## config.mk

```make
export PLATFORM = sky130hd
export DESIGN_NAME = spike_activity_monitor_flat
export DESIGN_NICKNAME = d
export VERILOG_FILES = /design/src/rtl/spike_activity_monitor_if.sv /design/src/rtl/spike_activity_monitor.sv /design/src/flat_wrapper.sv
export SDC_FILE = /design/constraint.sdc
export NUM_CORES = 1
export LEC_CHECK = 0
export ABC_AREA = 1
export CAP_MARGIN = 10
export CORE_MARGIN = 4
export CORE_UTILIZATION = 50
export DETAILED_ROUTE_END_ITERATION = 8
export PLACE_DENSITY = 0.72
export SETUP_SLACK_MARGIN = 0.15
export SYNTH_ARGS = -nofsm -noshare
export SYNTH_HDL_FRONTEND = slang
export SYNTH_SLANG_ARGS = --single-unit
```

## constraint.sdc

```tcl
create_clock -name clk -period 3.6 [get_ports clk]
set_input_delay 0.72 -clock clk [delete_from_list [all_inputs] [get_ports clk]]
set_output_delay 0.72 -clock clk [all_outputs]
set_load 0.03 [all_outputs]
```

## src/rtl/spike_activity_monitor_if.sv

```systemverilog
// rtl/spike_activity_monitor_if.sv - result record valid/ready channel of the spike activity monitor
interface spike_activity_monitor_if #(
    parameter int CNT_W = 8
);
    logic             res_valid;
    logic             res_ready;
    logic [CNT_W-1:0] res_pre_cnt;
    logic [CNT_W-1:0] res_post_cnt;
    logic [CNT_W-1:0] res_pair_cnt;
    logic [6:0]       res_wdelta;
    logic             res_sat;

    modport master (
        output res_valid, res_pre_cnt, res_post_cnt, res_pair_cnt, res_wdelta, res_sat,
        input  res_ready
    );

    modport slave (
        input  res_valid, res_pre_cnt, res_post_cnt, res_pair_cnt, res_wdelta, res_sat,
        output res_ready
    );
endinterface

```

## src/rtl/spike_activity_monitor.sv

```systemverilog
// rtl/spike_activity_monitor.sv - windowed spike/pair counter with signed weight delta and single-entry result register
module spike_activity_monitor #(
    parameter int CNT_W    = 8,
    parameter int WIN_W    = 16,
    parameter int PAIR_WIN = 20
) (
    input  logic                      clk,
    input  logic                      rst_n,
    input  logic                      ena,
    input  logic                      clear,
    input  logic                      spike_pre,
    input  logic                      spike_post,
    input  logic [5:0]                weight,
    input  logic [WIN_W-1:0]          win_len,
    spike_activity_monitor_if.master  res,
    output logic                      overrun
);
    localparam int TMR_W = $clog2(PAIR_WIN + 1);
    localparam logic [CNT_W-1:0] CNT_MAX  = '1;
    localparam logic [TMR_W-1:0] TMR_LOAD = TMR_W'(PAIR_WIN);

    typedef enum logic {IDLE, RUN} state_t;

    state_t           state;
    logic [WIN_W-1:0] wcnt;
    logic [CNT_W-1:0] pre_cnt, post_cnt, pair_cnt;
    logic             sat;
    logic [TMR_W-1:0] timer;
    logic [5:0]       w_start;

    logic             is_pair;
    logic [CNT_W-1:0] pre_nxt, post_nxt, pair_nxt;
    logic             sat_nxt;
    logic             win_close;
    logic [6:0]       wdelta;

    // Counts including this cycle's spikes, so close-cycle spikes land in the closing record.
    always_comb begin
        is_pair   = spike_post && (timer != '0);
        pre_nxt   = (spike_pre  && pre_cnt  != CNT_MAX) ? pre_cnt  + 1'b1 : pre_cnt;
        post_nxt  = (spike_post && post_cnt != CNT_MAX) ? post_cnt + 1'b1 : post_cnt;
        pair_nxt  = (is_pair    && pair_cnt != CNT_MAX) ? pair_cnt + 1'b1 : pair_cnt;
        sat_nxt   = sat | (spike_pre  && pre_cnt  == CNT_MAX)
                        | (spike_post && post_cnt == CNT_MAX)
                        | (is_pair    && pair_cnt == CNT_MAX);
        win_close = (wcnt >= win_len - 1'b1);
        wdelta    = {1'b0, weight} - {1'b0, w_start};
    end

    always_ff @(posedge clk or negedge rst_n) begin
        if (!rst_n) begin
            state            <= IDLE;
            wcnt             <= '0;
            pre_cnt          <= '0;
            post_cnt         <= '0;
            pair_cnt         <= '0;
            sat              <= 1'b0;
            timer            <= '0;
            w_start          <= '0;
            res.res_valid    <= 1'b0;
            res.res_pre_cnt  <= '0;
            res.res_post_cnt <= '0;
            res.res_pair_cnt <= '0;
            res.res_wdelta   <= '0;
            res.res_sat      <= 1'b0;
            overrun          <= 1'b0;
        end else if (clear) begin
            state            <= IDLE;
            wcnt             <= '0;
            pre_cnt          <= '0;
            post_cnt         <= '0;
            pair_cnt         <= '0;
            sat              <= 1'b0;
            timer            <= '0;
            w_start          <= weight;
            res.res_valid    <= 1'b0;
            res.res_pre_cnt  <= '0;
            res.res_post_cnt <= '0;
            res.res_pair_cnt <= '0;
            res.res_wdelta   <= '0;
            res.res_sat      <= 1'b0;
            overrun          <= 1'b0;
        end else begin
            if (res.res_valid && res.res_ready) begin
                res.res_valid <= 1'b0;
            end
            case (state)
                IDLE: begin
                    if (ena && win_len != '0) begin
                        state   <= RUN;
                        w_start <= weight;
                        wcnt    <= '0;
                    end
                end
                RUN: begin
                    if (win_len == '0) begin
                        state    <= IDLE;
                        wcnt     <= '0;
                        pre_cnt  <= '0;
                        post_cnt <= '0;
                        pair_cnt <= '0;
                        sat      <= 1'b0;
                        timer    <= '0;
                    end else if (ena) begin
                        if (win_close) begin
                            // A pending unaccepted record wins; the new one is dropped.
                            if (!res.res_valid || res.res_ready) begin
                                res.res_valid    <= 1'b1;
                                res.res_pre_cnt  <= pre_nxt;
                                res.res_post_cnt <= post_nxt;
                                res.res_pair_cnt <= pair_nxt;
                                res.res_wdelta   <= wdelta;
                                res.res_sat      <= sat_nxt;
                            end else begin
                                overrun <= 1'b1;
                            end
                            w_start  <= weight;
                            wcnt     <= '0;
                            pre_cnt  <= '0;
                            post_cnt <= '0;
                            pair_cnt <= '0;
                            sat      <= 1'b0;
                            timer    <= '0;
                        end else begin
                            wcnt     <= wcnt + 1'b1;
                            pre_cnt  <= pre_nxt;
                            post_cnt <= post_nxt;
                            pair_cnt <= pair_nxt;
                            sat      <= sat_nxt;
                            if (spike_pre) begin
                                timer <= TMR_LOAD;
                            end else if (timer != '0) begin
                                timer <= timer - 1'b1;
                            end
                        end
                    end
                end
                default: state <= IDLE;
            endcase
        end
    end
endmodule
```

## src/flat_wrapper.sv

```systemverilog
// flat-port wrapper written by rule: the top's interface ports become plain ports
module spike_activity_monitor_flat 
#(
    parameter int CNT_W    = 8,
    parameter int WIN_W    = 16,
    parameter int PAIR_WIN = 20
)
  (clk, rst_n, ena, clear, spike_pre, spike_post, weight, win_len, overrun, res_res_valid, res_res_pre_cnt, res_res_post_cnt, res_res_pair_cnt, res_res_wdelta, res_res_sat, res_res_ready);
  spike_activity_monitor_if #(.CNT_W(CNT_W)) res_i ();
  input  logic clk;
  input  logic rst_n;
  input  logic ena;
  input  logic clear;
  input  logic spike_pre;
  input  logic spike_post;
  input  logic [5:0] weight;
  input  logic [WIN_W-1:0] win_len;
  output logic overrun;
  output wire logic [$bits(res_i.res_valid)-1:0] res_res_valid;
  output wire logic [$bits(res_i.res_pre_cnt)-1:0] res_res_pre_cnt;
  output wire logic [$bits(res_i.res_post_cnt)-1:0] res_res_post_cnt;
  output wire logic [$bits(res_i.res_pair_cnt)-1:0] res_res_pair_cnt;
  output wire logic [$bits(res_i.res_wdelta)-1:0] res_res_wdelta;
  output wire logic [$bits(res_i.res_sat)-1:0] res_res_sat;
  input wire logic [$bits(res_i.res_ready)-1:0] res_res_ready;
  assign res_res_valid = res_i.res_valid;
  assign res_res_pre_cnt = res_i.res_pre_cnt;
  assign res_res_post_cnt = res_i.res_post_cnt;
  assign res_res_pair_cnt = res_i.res_pair_cnt;
  assign res_res_wdelta = res_i.res_wdelta;
  assign res_res_sat = res_i.res_sat;
  assign res_i.res_ready = res_res_ready;
  spike_activity_monitor #(.CNT_W(CNT_W), .WIN_W(WIN_W), .PAIR_WIN(PAIR_WIN)) u_core (.clk(clk), .rst_n(rst_n), .ena(ena), .clear(clear), .spike_pre(spike_pre), .spike_post(spike_post), .weight(weight), .win_len(win_len), .res(res_i), .overrun(overrun));
endmodule
```

**Word level (Yosys, flattened, before mapping)**

Index checks and enable logic that the tools add are counted.

- Register bits after elaboration: 87
- Input bits: 29
- Output and inout bits: 34

- Add/subtract/negate cells: 7
- $lt $le $gt $ge: 1
- Eq/ne operators: 13
- Multiplexer cells: 89
- Bitwise operators: 4
- Reductions and logical operators: 26

Operators by type and width:

| cell | count |
|---|---|
| 8-bit two-way mux | 36 |
| 16-bit two-way mux | 5 |
| 7-bit two-way mux | 6 |
| 5-bit two-way mux | 7 |
| 16-bit one-hot mux with 2 select lines | 1 |
| 6-bit two-way mux | 5 |
| 1-bit two-way mux | 27 |
| 8-bit by 1-bit adder with 8-bit output, second input constant | 3 |
| 8-bit equality test, second input constant | 3 |
| 8-bit inequality test, second input constant | 3 |
| 16-bit by 1-bit adder with 16-bit output, second input constant | 1 |
| 16-bit greater-or-equal comparator | 1 |
| 16-bit logical NOT | 1 |
| 16-bit nonzero test | 1 |
| 16-bit by 1-bit subtractor with 16-bit output, second input constant | 1 |
| 6-bit one-hot mux with 2 select lines | 1 |
| 5-bit AND reduction | 2 |
| 5-bit nonzero test | 2 |
| 1-bit logical AND | 9 |
| 3-bit inequality test, second input constant | 3 |
| 2-bit nonzero test | 4 |
| 6-bit by 6-bit subtractor with 7-bit output | 1 |
| 5-bit by 1-bit subtractor with 5-bit output, second input constant | 1 |
| 2-bit inequality test, second input constant | 2 |
| 11 further kinds | 14 |

**Logic depth before layout (Yosys ltp)**

- Depth in word-level cells: 11
- Mapped depth: 20
- Depth with buffers taken out: 20

**Worst setup path before layout**

Ideal clock, no wire load.

- Path kind: input-to-reg
- Start point: input win_len[4]
- End point: register u_core.sat
- Data arrival time: 3.083 ns
- Path slack: 0.441 ns
- Stages on the path: 16
- Cells stage by stage: or2_1 -> nor2_1 -> nand2_1 -> nor4_1 -> nand3_1 -> xor2_1 -> inv_1 -> ha_1 -> a21oi_1 -> o21ai_1 -> nor2_2 -> nand3_2 -> nor2_4 -> buf_6 -> nand3_1 -> o21ai_1

- Cells in the longest elaborated chain, start to end: 7

RTL lines:

| what | line | text |
|---|---|---|
| start: declaration | flat_wrapper.sv:17 | `input logic [WIN_W-1:0] win_len;` |
| 16-bit by 1-bit subtractor with 16-bit output | spike_activity_monitor.sv:46 | `win_close = (wcnt >= win_len - 1'b1);` |
| 16-bit greater-or-equal comparator | spike_activity_monitor.sv:46 |  |
| 1-bit two-way mux | spike_activity_monitor.sv:105 | `if (win_close) begin` |
| 1-bit two-way mux | spike_activity_monitor.sv:104 | `end else if (ena) begin` |
| 1-bit two-way mux | spike_activity_monitor.sv:96 | `if (win_len == '0) begin` |
| 1-bit two-way mux | spike_activity_monitor.sv:87 | `case (state)` |
| 1-bit two-way mux | spike_activity_monitor.sv:67 | `end else if (clear) begin` |
| end signal: assignment | spike_activity_monitor.sv:129 | `sat <= sat_nxt;` |
| end: declaration | spike_activity_monitor.sv:27 | `logic sat;` |

Parallel ways exist; a longest one is shown, timed or not. The select of a mux whose other input is x is not followed.
A chain may end at the register's enable or synchronous reset.

**Worst setup path after layout**

- Start point: input win_len[0]
- End point: register u_core.w_start[2]

- Cells in the longest elaborated chain, start to end: 4

RTL lines:

| what | line | text |
|---|---|---|
| 16-bit by 1-bit subtractor with 16-bit output / 16-bit nonzero test (equally long branches) | spike_activity_monitor.sv:46, spike_activity_monitor.sv:89 |  |
| 16-bit greater-or-equal comparator / 1-bit logical AND (equally long branches) | spike_activity_monitor.sv:46, spike_activity_monitor.sv:89 |  |
| 3-bit inequality test (no line) / 3-bit by 2-bit inequality test with 1-bit output (equally long branches) | n/a |  |
| 4-bit AND reduction (no line) * | n/a |  |
| end signal: assignment | spike_activity_monitor.sv:75 | `w_start <= weight;` |
| end signal: assignment | spike_activity_monitor.sv:91 | `w_start <= weight;` |
| end signal: assignment | spike_activity_monitor.sv:117 | `w_start <= weight;` |
| end: declaration | spike_activity_monitor.sv:29 | `logic [5:0] w_start;` |

Every way passes the cells marked *; elsewhere a longest branch is shown, timed or not.

==> metrics.md <==
| Metric | Value |
|---|---|
| Final nets | 949 |
| Ant. Diodes | 0 |
| Worst-skew pair later-pin latency | 0.34 ns |
| Synth Area in Compound Gates | 7.321% |
| Max-cap viol count | 0 |
| Unrepaired setup endpoints after global routing | false |
| DRC Markers | 0 |
| Hold Crit Class | flop to flop |
| DRT iter0 DRCs | 403 |
| Post-synthesis simple-gate area fraction | 33.75% |
| Clock skew | 0.007932 ns |
| Number of distinct library cells after synthesis | 37 |
| Commonest non-fill, non-tap cell in the layout | nand2_1 |
| CTS Root Cell | clkbuf_16 |
| P_leak | 3.594 nW |
| All-layer global routing usage | 23.36% |
| Post-Syn Nets | 865 |
| DPL Wire Length | 10920 µm |
| Final hold slack | 0.4731 ns |
| Hold Buf Count CTS | 0 |
| Vias | 5627 |
| Largest family of logic cells by synthesized area | simple AND/OR/NAND/NOR gates |
| Gr ovfl total | 0 |
| Post-synthesis mux area share | 0% |
| Crit end category | flop |
| Xor/xnor share of the synthesized area | 4.809% |
| Die width | 116.0 µm |
| Initial Util | 51.04% |
| Wirelength per Cell | 14.56 µm |
| Fmax | 305.3 MHz |
| CP Max Fanout | 8 |
| Synthesis-to-finish area growth | 23.38% |
| Pwr/cell area | 400.8 nW/µm² |
| Clk sink count | 87 |
| VDD IR max | 0.0004183 V |
| R2r worst-path depth | 13 |
| Syn Inst Count | 807 |
| Via density | 5.416 |
| Slew Limit Fails | 0 |
| Final total power | 0.002882 W |
| Commonest non-fill, non-tap cells in the layout | nand2_1, inv_1, dfrtp_1 |
| Final ANT Viol Nets | 0 |
| CTS tree | yes |
| First-pass GRT wire length | 25330 µm |
| Vert. Die Dim | 116.0 µm |
| Post-synth top flop | dfrtp_1 |
| Core area | 11420 µm² |
| Port Buffer Count | 62 |
| Layout cell share with drive strength beyond 1 | 11.16% |
| Async S/R FF share, synth | 100.0% |
| GPL Wtd Cong | 0.9102 |
| Post-Place Cells | 1017 |
| Clock transition at path regs | 0.06 ns |
| Longest Clk Path Bufs | 2 |
| Critical Path AT | 3.55 ns |
| Row count | 39 |
| Initial antenna violation count | 0 |
| Outcome | finished clean |
| Flip-flop and latch count after synthesis | 87 |
| Hold Violations, Final | 0 |
| Pin count of the biggest net entering global routing | 88 |
| Die area | 13450 µm² |
| Seq/Total Area, Yosys | 37.36% |
| Worst Tran Pin Value | 1.124 ns |
| CP Data Required Time | 3.87 ns |
| Final Cycle Share | 90.99% |
| Slew margin rel. | 25.04% |
| Minimum clock period | 3.276 ns |
| Final WL | 15130 µm |
| CTS buffer count | 9 |
| Final core occ | 62.97% |
| Yosys Warn Count | 0 |
| Final Non-Filler Cells | 1039 |
| Setup-failing EPs final | 0 |
| Number of synthesized flops with an enable pin | 0 |
| Hold depth | 2 |
| Pre-antenna DRT Iters | 5 |
| Kind of critical path | input port to flop |
| H-tree levels | 3 |
| Syn_area_per_cell | 7.222 µm² |
| Final setup TNS | 0 ns |
| Vias in the first global route | 5408 |
| Post-synthesis adder-cell area fraction | 6.355% |
| CP Launch Type | input port |
| IO Pins | 63 |
| Mapped Area | 5828 µm² |
## kinds of logic (layout without fill, tap and decap cells)
kind of cell / Yosys count / count (layout)
adders and majority gates: 29 / 29
buffers and inverters: 149 / 238
DFF: 87 / 87
xor gates and xnor gates: 32 / 32
AOI/OAI and AO/OA: 77 / 77
and+or+nand+nor: 433 / 433
## power by group
group / leakage, nW / switching [W] / internal [W]
registers: 1.17 / 0.0000722 / 0.00107
clock network: 0.154 / 0.000410 / 0.000562
logic: 2.27 / 0.000469 / 0.000298
total: 3.59 / 0.000951 / 0.00193
## critical path, cell delays in order
cell	delay [ns]
clkdlybuf4s50_1	0.47
inv_2	0.10
ha_2	0.20
nand2_2	0.10
nor2_1	0.13
xor2_1	0.19
inv_1	0.07
ha_1	0.27
nand2_1	0.06
nor2_1	0.16
nand2_1	0.07
nand2_1	0.06
nor2_1	0.03
nand2_1	0.12
nand2_2	0.14
nand2_1	0.14
nand2_2	0.09
nand2_4	0.10
buf_4	0.13
nand3_1	0.07
nand2_1	0.12
## layout make-up
cell class                      count  area (µm²)
Timing Repair Buffer               95       937.1
Tap cell                          143       178.9
Clock inverter                      6       68.82
Multi-Input combinational cell    571        3110
Sequential cell                    87        2177
Clock buffer                       10       239.0
Fill cell                        1003        4228
Inverter                          127       479.2
## state kept, by name, summed over array words and instances, names as in the netlist, 5 cells and up
register and cells:
u_core.w_start 6, u_core.wcnt 16, u_core.res.res_wdelta 7, u_core.pre_cnt 8, u_core.post_cnt 8, u_core.res.res_pair_cnt 8, u_core.res.res_pre_cnt 8, u_core.res.res_post_cnt 8
u_core.pair_cnt 8, u_core.timer 5
## cells in the mapped netlist, types with 2 or more instances
master | number | share of area (%)
inv_1 | 120 | 7.7
nand3_1 | 51 | 4.4
nand2_2 | 6 | 0.64
nor2_2 | 4 | 0.43
nor3_1 | 17 | 1.5
o21bai_1 | 2 | 0.26
o21ai_0 | 26 | 2.2
nand4_1 | 44 | 4.7
buf_2 | 9 | 0.77
nor2_1 | 81 | 5.2
or2_2 | 2 | 0.21
nand2_4 | 3 | 0.58
xnor2_1 | 6 | 0.90
clkbuf_1 | 6 | 0.39
nor2_4 | 4 | 0.77
o22ai_1 | 9 | 0.97
xor2_1 | 26 | 3.9
a21oi_1 | 15 | 1.3
o21ai_1 | 20 | 1.7
nand3_2 | 6 | 1.0
buf_6 | 2 | 0.39
dfrtp_1 | 87 | 37
nand2_1 | 211 | 14
inv_2 | 6 | 0.39
ha_1 | 28 | 6.0
buf_4 | 5 | 0.64
## repair_timing
action	in CTS	in global routing
endpoints found under the setup margin	1	80
pin swaps	0	5
setup buffers	0	5
resized for setup	1	16
gates cloned	0	1
## through the flow
stage | instance area (µm²) | setup WS (ns)
2_1_floorplan | 5828 | 0.4411
3_3_place_gp | 6750 | -0.07858
3_5_place_dp | 6750 | -0.1752
4_1_cts | 7064 | 0.2217
5_1_grt | 7191 | 0.02486
6_report | 7191 | 0.3242
## worst paths after layout
| kind | from | endpoint | slack, ns |
|---|---|---|---|
| worst max register to register | u_core.wcnt[3] | u_core.pair_cnt[7] | 1.45 |
| worst min-delay path | u_core.res.res_pair_cnt[3] | u_core.res.res_pair_cnt[3] | 0.47 |
| max in group asynchronous | rst_n | u_core.w_start[5] | 2.28 |
| worst min register to register | u_core.res.res_pair_cnt[3] | u_core.res.res_pair_cnt[3] | 0.47 |
| worst max-delay path | win_len[0] | u_core.w_start[2] | 0.32 |
| min in group asynchronous | rst_n | u_core.wcnt[2] | 0.59 |
## metal layers
metal	track usage, %	up-vias	part of all wire [%]
li1	-	2756	-
met1	29.77	2679	43
met2	39.70	156	50
met3	4.491	36	4.4
met4	8.275	0	2.6
met5	0	-	0
No activity file was read; power rests on OpenSTA's default activity.
